File: config.mk
export PLATFORM = sky130hd
export DESIGN_NAME = seg7_scan
export DESIGN_NICKNAME = d
export VERILOG_FILES = /design/src/rtl/seg7_pkg.sv /design/src/rtl/seg7_decode.sv /design/src/rtl/seg7_scan.sv
export SDC_FILE = /design/constraint.sdc
export NUM_CORES = 1
export LEC_CHECK = 0
export ABC_AREA = 1
export BUFFER_PORTS_ARGS = -buffer_cell sky130_fd_sc_hd__buf_4
export CAP_MARGIN = 40
export CORE_UTILIZATION = 43
export DETAILED_ROUTE_END_ITERATION = 12
export GPL_TIMING_DRIVEN = 0
export PLACE_DENSITY = 0.73
export SYNTH_ARGS = -nofsm -noshare
export SYNTH_HDL_FRONTEND = slang
export SYNTH_SLANG_ARGS = --single-unit
export TNS_END_PERCENT = 5
File: constraint.sdc
create_clock -name clk -period 2.1 [get_ports clk]
set_input_delay 0.105 -clock clk [delete_from_list [all_inputs] [get_ports clk]]
set_output_delay 0.105 -clock clk [all_outputs]
set_load 0.02 [all_outputs]
File: src/rtl/seg7_pkg.sv
// seg7_pkg: shared segment-pattern table and segment bit positions for the seven-segment scanner
package seg7_pkg;
  localparam int SEG_A = 0;
  localparam int SEG_B = 1;
  localparam int SEG_C = 2;
  localparam int SEG_D = 3;
  localparam int SEG_E = 4;
  localparam int SEG_F = 5;
  localparam int SEG_G = 6;
  localparam logic [6:0] HEX_SEG [16] = '{
    7'h3F, 7'h06, 7'h5B, 7'h4F, 7'h66, 7'h6D, 7'h7D, 7'h07,
    7'h7F, 7'h6F, 7'h77, 7'h7C, 7'h39, 7'h5E, 7'h79, 7'h71
  };
  function automatic logic [6:0] hex_to_seg(input logic [3:0] nib);
    return HEX_SEG[nib];
  endfunction
endpackage

File: src/rtl/seg7_decode.sv
// seg7_decode: combinational hex nibble to active-high segment pattern
module seg7_decode
  import seg7_pkg::*;
(
  input  logic [3:0] i_nib,
  output logic [6:0] o_seg
);
  assign o_seg = hex_to_seg(i_nib);
endmodule

File: src/rtl/seg7_scan.sv
// seg7_scan: multiplexed seven-segment scanner with frame-synchronous update, blanking, LZ suppression and PWM dimming
module seg7_scan
  import seg7_pkg::*;
#(
  parameter int NUM_DIGITS   = 4,
  parameter int ACC_WIDTH    = 20,
  parameter int STEP         = 30,
  parameter int BLANK_CYCLES = 8
) (
  input  logic                    clk,
  input  logic                    rst,
  input  logic [4*NUM_DIGITS-1:0] data,
  input  logic [NUM_DIGITS-1:0]   dp_in,
  input  logic                    load,
  input  logic                    lz_en,
  input  logic [3:0]              bright,
  output logic [6:0]              seg,
  output logic                    dp,
  output logic [NUM_DIGITS-1:0]   dig_n,
  output logic                    frame
);
  localparam int IW = $clog2(NUM_DIGITS);
  localparam int BW = (BLANK_CYCLES > 0) ? $clog2(BLANK_CYCLES + 1) : 1;
  localparam logic [IW-1:0] LAST = IW'(NUM_DIGITS - 1);
  logic [ACC_WIDTH-1:0]    r_acc;
  logic [IW-1:0]           r_idx;
  logic [BW-1:0]           r_blank;
  logic [3:0]              r_pwm;
  logic                    r_pend_flag;
  logic [4*NUM_DIGITS-1:0] r_pend_data;
  logic [NUM_DIGITS-1:0]   r_pend_dp;
  logic [4*NUM_DIGITS-1:0] r_shadow;
  logic [NUM_DIGITS-1:0]   r_shadow_dp;
  logic [ACC_WIDTH:0]      w_sum;
  logic                    w_tick;
  logic                    w_wrap;
  logic [3:0]              w_nib;
  logic [6:0]              w_seg;
  logic [IW-1:0]           w_hi;
  logic                    w_supp;
  logic                    w_on;
  assign w_sum  = {1'b0, r_acc} + (ACC_WIDTH + 1)'(STEP);
  assign w_tick = w_sum[ACC_WIDTH];
  assign w_wrap = w_tick && (r_idx == LAST);
  assign w_nib  = r_shadow[{r_idx, 2'b00} +: 4];
  seg7_decode u_dec (
    .i_nib (w_nib),
    .o_seg (w_seg)
  );
  // highest nonzero nibble; digit 0 counts as the floor so an all-zero value still shows "0"
  always_comb begin
    w_hi = '0;
    for (int i = 1; i < NUM_DIGITS; i++)
      if (r_shadow[4*i +: 4] != 4'd0) w_hi = IW'(i);
  end
  assign w_supp = lz_en && (r_idx > w_hi);
  assign w_on   = (r_blank == '0) && (r_pwm <= bright) && !w_supp;
  always_ff @(posedge clk or posedge rst) begin
    if (rst) begin
      r_acc   <= '0;
      r_idx   <= '0;
      r_blank <= '0;
      r_pwm   <= '0;
      frame   <= 1'b0;
    end else begin
      r_acc   <= w_sum[ACC_WIDTH-1:0];
      r_idx   <= w_tick ? ((r_idx == LAST) ? '0 : r_idx + IW'(1)) : r_idx;
      r_blank <= w_tick ? BW'(BLANK_CYCLES) : r_blank - BW'(r_blank != '0);
      r_pwm   <= r_pwm + 4'd1;
      frame   <= w_wrap;
    end
  end
  // a load on the wrapping tick is kept pending: the commit uses the value captured earlier
  always_ff @(posedge clk or posedge rst) begin
    if (rst) begin
      r_pend_flag <= 1'b0;
      r_pend_data <= '0;
      r_pend_dp   <= '0;
      r_shadow    <= '0;
      r_shadow_dp <= '0;
    end else begin
      if (w_wrap && r_pend_flag) begin
        r_shadow    <= r_pend_data;
        r_shadow_dp <= r_pend_dp;
      end
      if (load) begin
        r_pend_data <= data;
        r_pend_dp   <= dp_in;
      end
      r_pend_flag <= load || (r_pend_flag && !w_wrap);
    end
  end
  always_ff @(posedge clk or posedge rst) begin
    if (rst) begin
      seg   <= '0;
      dp    <= 1'b0;
      dig_n <= '1;
    end else begin
      seg   <= w_supp ? 7'd0 : w_seg;
      dp    <= !w_supp && r_shadow_dp[r_idx];
      dig_n <= w_on ? ~(NUM_DIGITS'(1) << r_idx) : '1;
    end
  end
endmodule

==> results of run 1 <==
-- Yosys cell counts, types with 2 or more instances --
cell type,number,area share (%)
buf_6,3,0.85
o21ai_0,11,1.4
xor2_1,9,2.0
a21oi_1,10,1.3
clkbuf_1,4,0.38
nor2_1,37,3.5
ha_1,19,6.0
dfstp_2,4,2.6
inv_1,32,3.0
nor3_1,4,0.50
nor2_4,2,0.56
nand4_1,24,3.8
nand2_1,173,16
xnor2_1,8,1.8
inv_2,3,0.28
o21ai_1,2,0.25
dfrtp_1,79,50
nor4_1,2,0.31
nand3_1,24,3.0
buf_2,8,1.0
nand3b_1,2,0.38
nor2_2,2,0.31
-- metal layers --
layer / routed length [µm] / share of wire (%) / GRT usage (%)
met3: 217 / 2.8 / 2.43
met4: 127 / 1.6 / 7.69
met2: 3550 / 46 / 29.9
met1: 3860 / 50 / 23.6
met5: 0 / 0 / 0
-- cell type report --
cell class	instances	area, µm²
inverter	35	135
buffer	15	88.8
fill	822	3960
tap	108	135
sequential	83	2080
timing repair buffer	64	561
clock buffer	9	124
clock inverter	7	67.6
multi-input combinational	334	1690
-- placed cells by master, fill, tap and decap left out, types with 8 or more instances in the layout --
| cell | n |
|---|---|
| a21oi_1 | 10 |
| buf_2 | 8 |
| buf_4 | 40 |
| clkbuf_8 | 9 |
| dfrtp_1 | 79 |
| dlygate4sd3_1 | 22 |
| ha_1 | 19 |
| inv_1 | 31 |
| nand2_1 | 173 |
| nand3_1 | 24 |
| nand4_1 | 24 |
| nor2_1 | 36 |
| o21ai_0 | 11 |
| xnor2_1 | 8 |
| xor2_1 | 9 |
-- what timing repair did --
action                                  CTS  global route
resized for setup                         0             1
hold buffers                             22             0
endpoints found under the hold margin    39             0
buffers inserted                          0             0
endpoints found under the setup margin    0             7
-- per-stage QoR --
step	total power [mW]	cell area [µm²]	utilization, %
after CTS	2.99	4880	55.2
after floorplan	1.75	4000	-
after detailed placement	1.82	4470	50.5
final	2.96	4890	55.2
after global placement	1.81	4430	50.1
after global routing	3.07	4890	55.2
-- where the power goes --
group,internal [mW],total [mW],switching [mW]
clock network,0.467,1.13,0.668
logic,0.0872,0.167,0.0793
registers,1.63,1.65,0.0216
-- logic make-up after synthesis --
group	Yosys count
buffers and inverters	50
and+or+nand+nor	274
xor gates and xnor gates	17
AOI/OAI and AO/OA	24
DFF	83
adders and majority gates	19
-- state kept, by name (all words and copies together) (netlist names) --
register,flops
r_idx,2
frame,1
r_pend_data,16
r_blank,4
r_shadow,16
r_pwm,4
r_shadow_dp,4
seg,7
r_pend_dp,4
r_pend_flag,1
r_acc,19
dig_n,4
dp,1
-- worst paths after layout --
path / slack, ns / endpoint / depth (start not counted) / from
setup / recovery: 0.14 / seg[1] / 9 / r_shadow[13]
hold / removal: 0.16 / dp / 4 / lz_en
setup reg to reg: 0.14 / seg[1] / 9 / r_shadow[13]
hold reg to reg: 0.45 / r_acc[1] / 1 / r_acc[1]
max in group asynchronous: 1.02 / r_shadow[14] / 5 / rst
min in group asynchronous: 0.34 / seg[5] / 3 / rst
-- worst max-delay path, delay by kind of cell (launching register included) --
kind / cells / cell delay [ns]
and+or+nand+nor: 3 / 0.53
AOI/OAI and AO/OA: 3 / 0.44
buffers and inverters: 2 / 0.23
DFF: 1 / 0.42
adders and majority gates: 1 / 0.26
==> summary.md, run 1 <==
| Metric | Value |
|---|---|
| DRC violations left | 0 |
| Setup tns final | 0 ns |
| CTS buffer count | 9 |
| Slew margin rel. | 64.7% |
| Setup Skew | 0.00974 ns |
| Ant. Diodes | 0 |
| Post-Synth Simple-Gate Area | 29.6% |
| P_leak | 2.49 nW |
| Netlist cell types | 27 |
| Yosys reg bits | 83 |
| Layout overhead on the synthesized area | 22.4% |
| Post-Syn Instances | 467 |
| Detailed placer's ending HPWL | 5610 µm |
| Post-synth ARST share | 100% |
| First-pass GRT wire length | 14,000 µm |
| Syn_area_per_cell | 8.55 µm² |
| Post-DRT Antenna Nets | 0 |
| Max-slew violation total from the final report | 0 |
| Yosys warning total | 0 |
| Tmin final | 1.96 ns |
| Crit path DAT | 2.25 ns |
| Post-route non-filler standard cell count | 655 |
| Worst-margin pin slew | 0.529 ns |
| Clk_lat worst skew | 0.36 ns |
| Nets | 589 |
| CP required | 2.39 ns |
| CP endpoint kind | register |
| WL/cell | 11.8 µm |
| Die Height | 98.4 µm |
| CTS tree | done |
| Die ar. | 9670 µm² |
| Placed Instances | 617 |
| Largest family of logic cells by synthesized area | simple AND/OR/NAND/NOR gates |
| Hold slack | 0.161 ns |
| Core ar. | 8850 µm² |
| Register area share after synthesis | 52.1% |
| WS Path Type | reg -> reg |
| Largest net degree at the start of global routing | 38 |
| Worst vdd ir | 0.000293 V |
| Pre-CTS WS | 0.106 ns |
| DRT iter0 DRCs | 137 |
| Total GRT Usage | 18.0% |
| Multiplexer area fraction after synthesis | 0% |
| DIE WIDTH | 98.4 µm |
| Post-synth top flop | dfrtp_1 |
| Vias in the first global route | 3,186 |
| Crit path cell chain | nor4_1, inv_1, nor2_1, ha_1, a21oi_1, nor2_2, inv_1, o21ai_0, a21oi_1 |
| Hold crit path type | in -> reg |
| Slowest cell on the critical path | dfrtp_1 |
| Vias | 3,187 |
| Synth Area in Compound Gates | 3.07% |
| Startpoint Class | register |
| Post-Synth Adder-Cell Area | 5.95% |
| Clk root buf | clkbuf_8 |
| XOR/XNOR Fraction of Synth Area | 3.73% |
| Total grt overflow | 0 |
| Vias per cell | 4.87 |
| Clock sinks | 83 |
| Antenna violations before repair | 0 |
| Final setup violation count | 0 |
| CP max stage delay | 0.42 ns |
| Num rows | 34 |
| Deepest clock path buffer count | 2 |
| Total I/O pin count | 41 |
| Final period util | 93.4% |
| Status | finished, final reports clean |
| H-tree Lvls | 3 |
| Routed WL | 7750 µm |
| Routability cong. | 0.856 |
| PortBufs | 40 |
| Mapped Area | 3990 µm² |
| Final hold vios | 0 |
| Final setup margin | 0.140 ns |
| Layout cells sized above 1 | 15.7% |
| CTS clock-pin slew for the worst setup and hold paths | 0.10 ns |
| Mapped Nets | 514 |
| Fmax achieved | 510 MHz |
| TritonRoute pass-1 iters | 6 |
| Initial Util | 45.1% |
| Crit path max fanout | 7 |
| Pwr Density | 605 nW/µm² |
| Max-cap viol count | 0 |
| EDFF count, synth | 0 |
No activity file was read; power rests on OpenSTA's default activity.
==> run 2: changes to the inputs <==
--- a/config.mk
+++ b/config.mk
@@ -8,6 +8,7 @@
 export ABC_AREA = 1
 export BUFFER_PORTS_ARGS = -buffer_cell sky130_fd_sc_hd__buf_4
 export CAP_MARGIN = 40
+export CORE_MARGIN = 10
 export CORE_UTILIZATION = 43
 export DETAILED_ROUTE_END_ITERATION = 12
 export GPL_TIMING_DRIVEN = 0
@@ -15,4 +16,4 @@
 export SYNTH_ARGS = -nofsm -noshare
 export SYNTH_HDL_FRONTEND = slang
 export SYNTH_SLANG_ARGS = --single-unit
-export TNS_END_PERCENT = 5
+export TNS_END_PERCENT = 30
==> run 2 against run 1 <==
Effect of this change:
- wire length up 2.5%
- combinational power fell by 2%
- utilization shrank 1.9 points
- global-route usage fell by 5.2 points
- largest cell class unchanged
- highest routed layer unchanged
==> summary.md, run 2 (same netlist as run 1, synthesis figures left out) <==
| Metric | Value |
|---|---|
| Max reg flops | 19 (unchanged) |
| Die ar. | 13,500 µm² (+40%) |
| Int Pwr | 2.16 mW (-1.1%) |
| Leading registers by flop count | r_acc (19), r_pend_data (16), r_shadow (16) |
| Power share of the combinational group | 5.7% (about the same) |
| Ant. Diodes | 0 (unchanged) |
| DIE WIDTH | 116 µm (+18%) |
| Most common cell after layout, fill and taps aside | nand2_1 |
| Num rows | 35 (+2.9%) |
| Total GRT Usage | 12.8% (-5.2 points) |
| Hold crit path type | in -> reg |
| Met2 Track Usage GR | 19.8% (-10 points) |
| Routed WL | 7950 µm (+2.5%) |
| Startpoint Class | register |
| Hold slack | 0.0179 ns (-0.143 ns) |
| Final setup margin | 0.210 ns (+0.0700 ns) |
| Slew margin rel. | 71.0% (+6.3 points) |
| Final core occ | 53.3% (-1.9 points) |
| Sw Ratio | 24.7% (-1.4 points) |
| Layout cells sized above 1 | 16.3% (+0.58 points) |
| Vias per cell | 4.84 (-0.59%) |
| Psw | 708 µW (-7.9%) |
| CTS tree | done |
| Largest net degree at the start of global routing | 35 (-7.9%) |
| Layout overhead on the synthesized area | 22.2% |
| Pre-CTS WS | 0.132 ns (+0.0266 ns) |
| Status | finished, final reports clean |
| CP required | 2.36 ns (-0.03 ns) |
| M1 GR Usage | 16.9% (-6.7 points) |
| Routability cong. | 0.833 (-2.7%) |
| Vias in the first global route | 3,268 (+2.6%) |
| Clk_lat worst skew | 0.36 ns (about the same) |
| DRT iter0 DRCs | 190 (+39%) |
| RSZ-0062 raised after global routing | no |
| Clock share of power | 36.7% (-1.7 points) |
| Crit path max fanout | 4 (-3) |
| Met3 Use GR | 2.57% (+0.13 points) |
| Total grt overflow | 0 (unchanged) |
| WS Path Type | reg -> reg |
| Clk root buf | clkbuf_8 |
| Post-CTS Setup Inserts | 0 (unchanged) |
| H-tree Lvls | 3 (unchanged) |
| Vias | 3,178 (-0.28%) |
| Biggest register | r_acc |
| Total I/O pin count | 41 (unchanged) |
| Fmax achieved | 529 MHz (+3.7%) |
| P_leak | 2.48 nW (-0.41%) |
| Setup tns final | 0 ns (unchanged) |
| Register share of total power | 57.6% (+1.6 points) |
| Detailed placer's ending HPWL | 6000 µm (+7.0%) |
| Clock sinks | 83 (unchanged) |
| Crit path DAT | 2.15 ns (-0.10 ns) |
| Most frequent cells in the layout | 173 x nand2_1, 78 x dfrtp_1, 40 x buf_4, 36 x nor2_1, 30 x inv_1 |
| Post-DRT Antenna Nets | 0 (unchanged) |
| First-pass GRT wire length | 14,300 µm (+2.0%) |
| Most used routing layer | met2 |
| CP endpoint kind | register |
| Setup Skew | 0.00804 ns (-0.00170 ns) |
| Die Height | 116 µm (+18%) |
| Initial Util | 43.6% (-1.5 points) |
| Deepest clock path buffer count | 2 (unchanged) |
| WL/cell | 12.1 µm (+2.2%) |
| TritonRoute pass-1 iters | 4 (-2) |
| Nets | 588 (-0.17%) |
| DRC violations left | 0 (unchanged) |
| Final setup violation count | 0 (unchanged) |
| Tmin final | 1.89 ns (-0.0700 ns) |
| Max-cap viol count | 0 (unchanged) |
| Core ar. | 9150 µm² (+3.4%) |
| Max-slew violation total from the final report | 0 (unchanged) |
| CTS buffer count | 9 (unchanged) |
| PortBufs | 40 (unchanged) |
| Antenna violations before repair | 0 (unchanged) |
| Pwr Density | 588 nW/µm² (-2.8%) |
| Worst vdd ir | 0.000300 V (+2.2%) |
| Worst-margin pin slew | 0.435 ns (-0.0939 ns) |
| Final period util | 90.0% (-3.3 points) |
| Final hold vios | 0 (unchanged) |
| CTS clock-pin slew for the worst setup and hold paths | 0.09 ns (about the same) |
==> run 2: path summary, 6_finish.rpt <==
path,startpoint,slack (ns),cells past startpoint,endpoint
max,r_shadow[13],0.21,8,dig_n[1]
min,load,0.02,4,r_pend_data[14]
max reg2reg,r_shadow[13],0.21,8,dig_n[1]
min reg2reg,r_acc[1],0.45,1,r_acc[1]
max in group asynchronous,rst,1.00,5,dig_n[0]
min in group asynchronous,rst,0.31,3,r_pend_data[15]
==> run 2: per-stage QoR <==
step / cell area [µm²] / std cells / power, mW
2_1_floorplan: 4000 / 467 / 1.75
3_3_place_gp: 4440 / 618 / 1.81
3_5_place_dp: 4480 / 620 / 1.82
4_1_cts: 4870 / 657 / 2.91
5_1_grt: 4880 / 657 / 3.00
6_report: 4880 / 657 / 2.87
==> run 2: critical path, cell delays in order, from the launching register on <==
cell and delay (ns):
dfrtp_1 0.42, nor4_2 0.31, inv_1 0.07, nor2_1 0.13, ha_1 0.26, a21oi_1 0.18
nor2_2 0.07, nor2_1 0.22, nand3_1 0.12
==> run 2: layer usage <==
metal,up-vias,wire length [µm]
met5,-,0
met3,8,453
li1,1637,-
met2,60,3540
met4,0,106
met1,1473,3840
==> run 2: area by class of cell <==
cell class,instances,area [µm²]
Sequential cell,83,2080
Timing Repair Buffer,63,551
Tap cell,111,139
Buffer,15,88.8
Inverter,35,135
Clock buffer,9,124
Multi-Input combinational cell,334,1700
Clock inverter,7,60.1
Fill cell,837,4270
==> run 2: repair_timing <==
item | 4_1_cts | 5_1_grt
endpoints found under the setup margin | 0 | 11
hold buffers | 21 | 0
hold endpoints to repair | 38 | 0
gates resized for setup | 0 | 5
==> run 2: power groups by stage <==
| stage | logic (mW) | registers, mW | clock network [mW] |
|---|---|---|---|
| floorplan | 0.0685 | 1.68 | 0 |
| global placement | 0.122 | 1.68 | 0 |
| detailed placement | 0.137 | 1.69 | 0 |
| CTS | 0.167 | 1.65 | 1.09 |
| global route | 0.190 | 1.66 | 1.16 |
| finish | 0.163 | 1.65 | 1.05 |
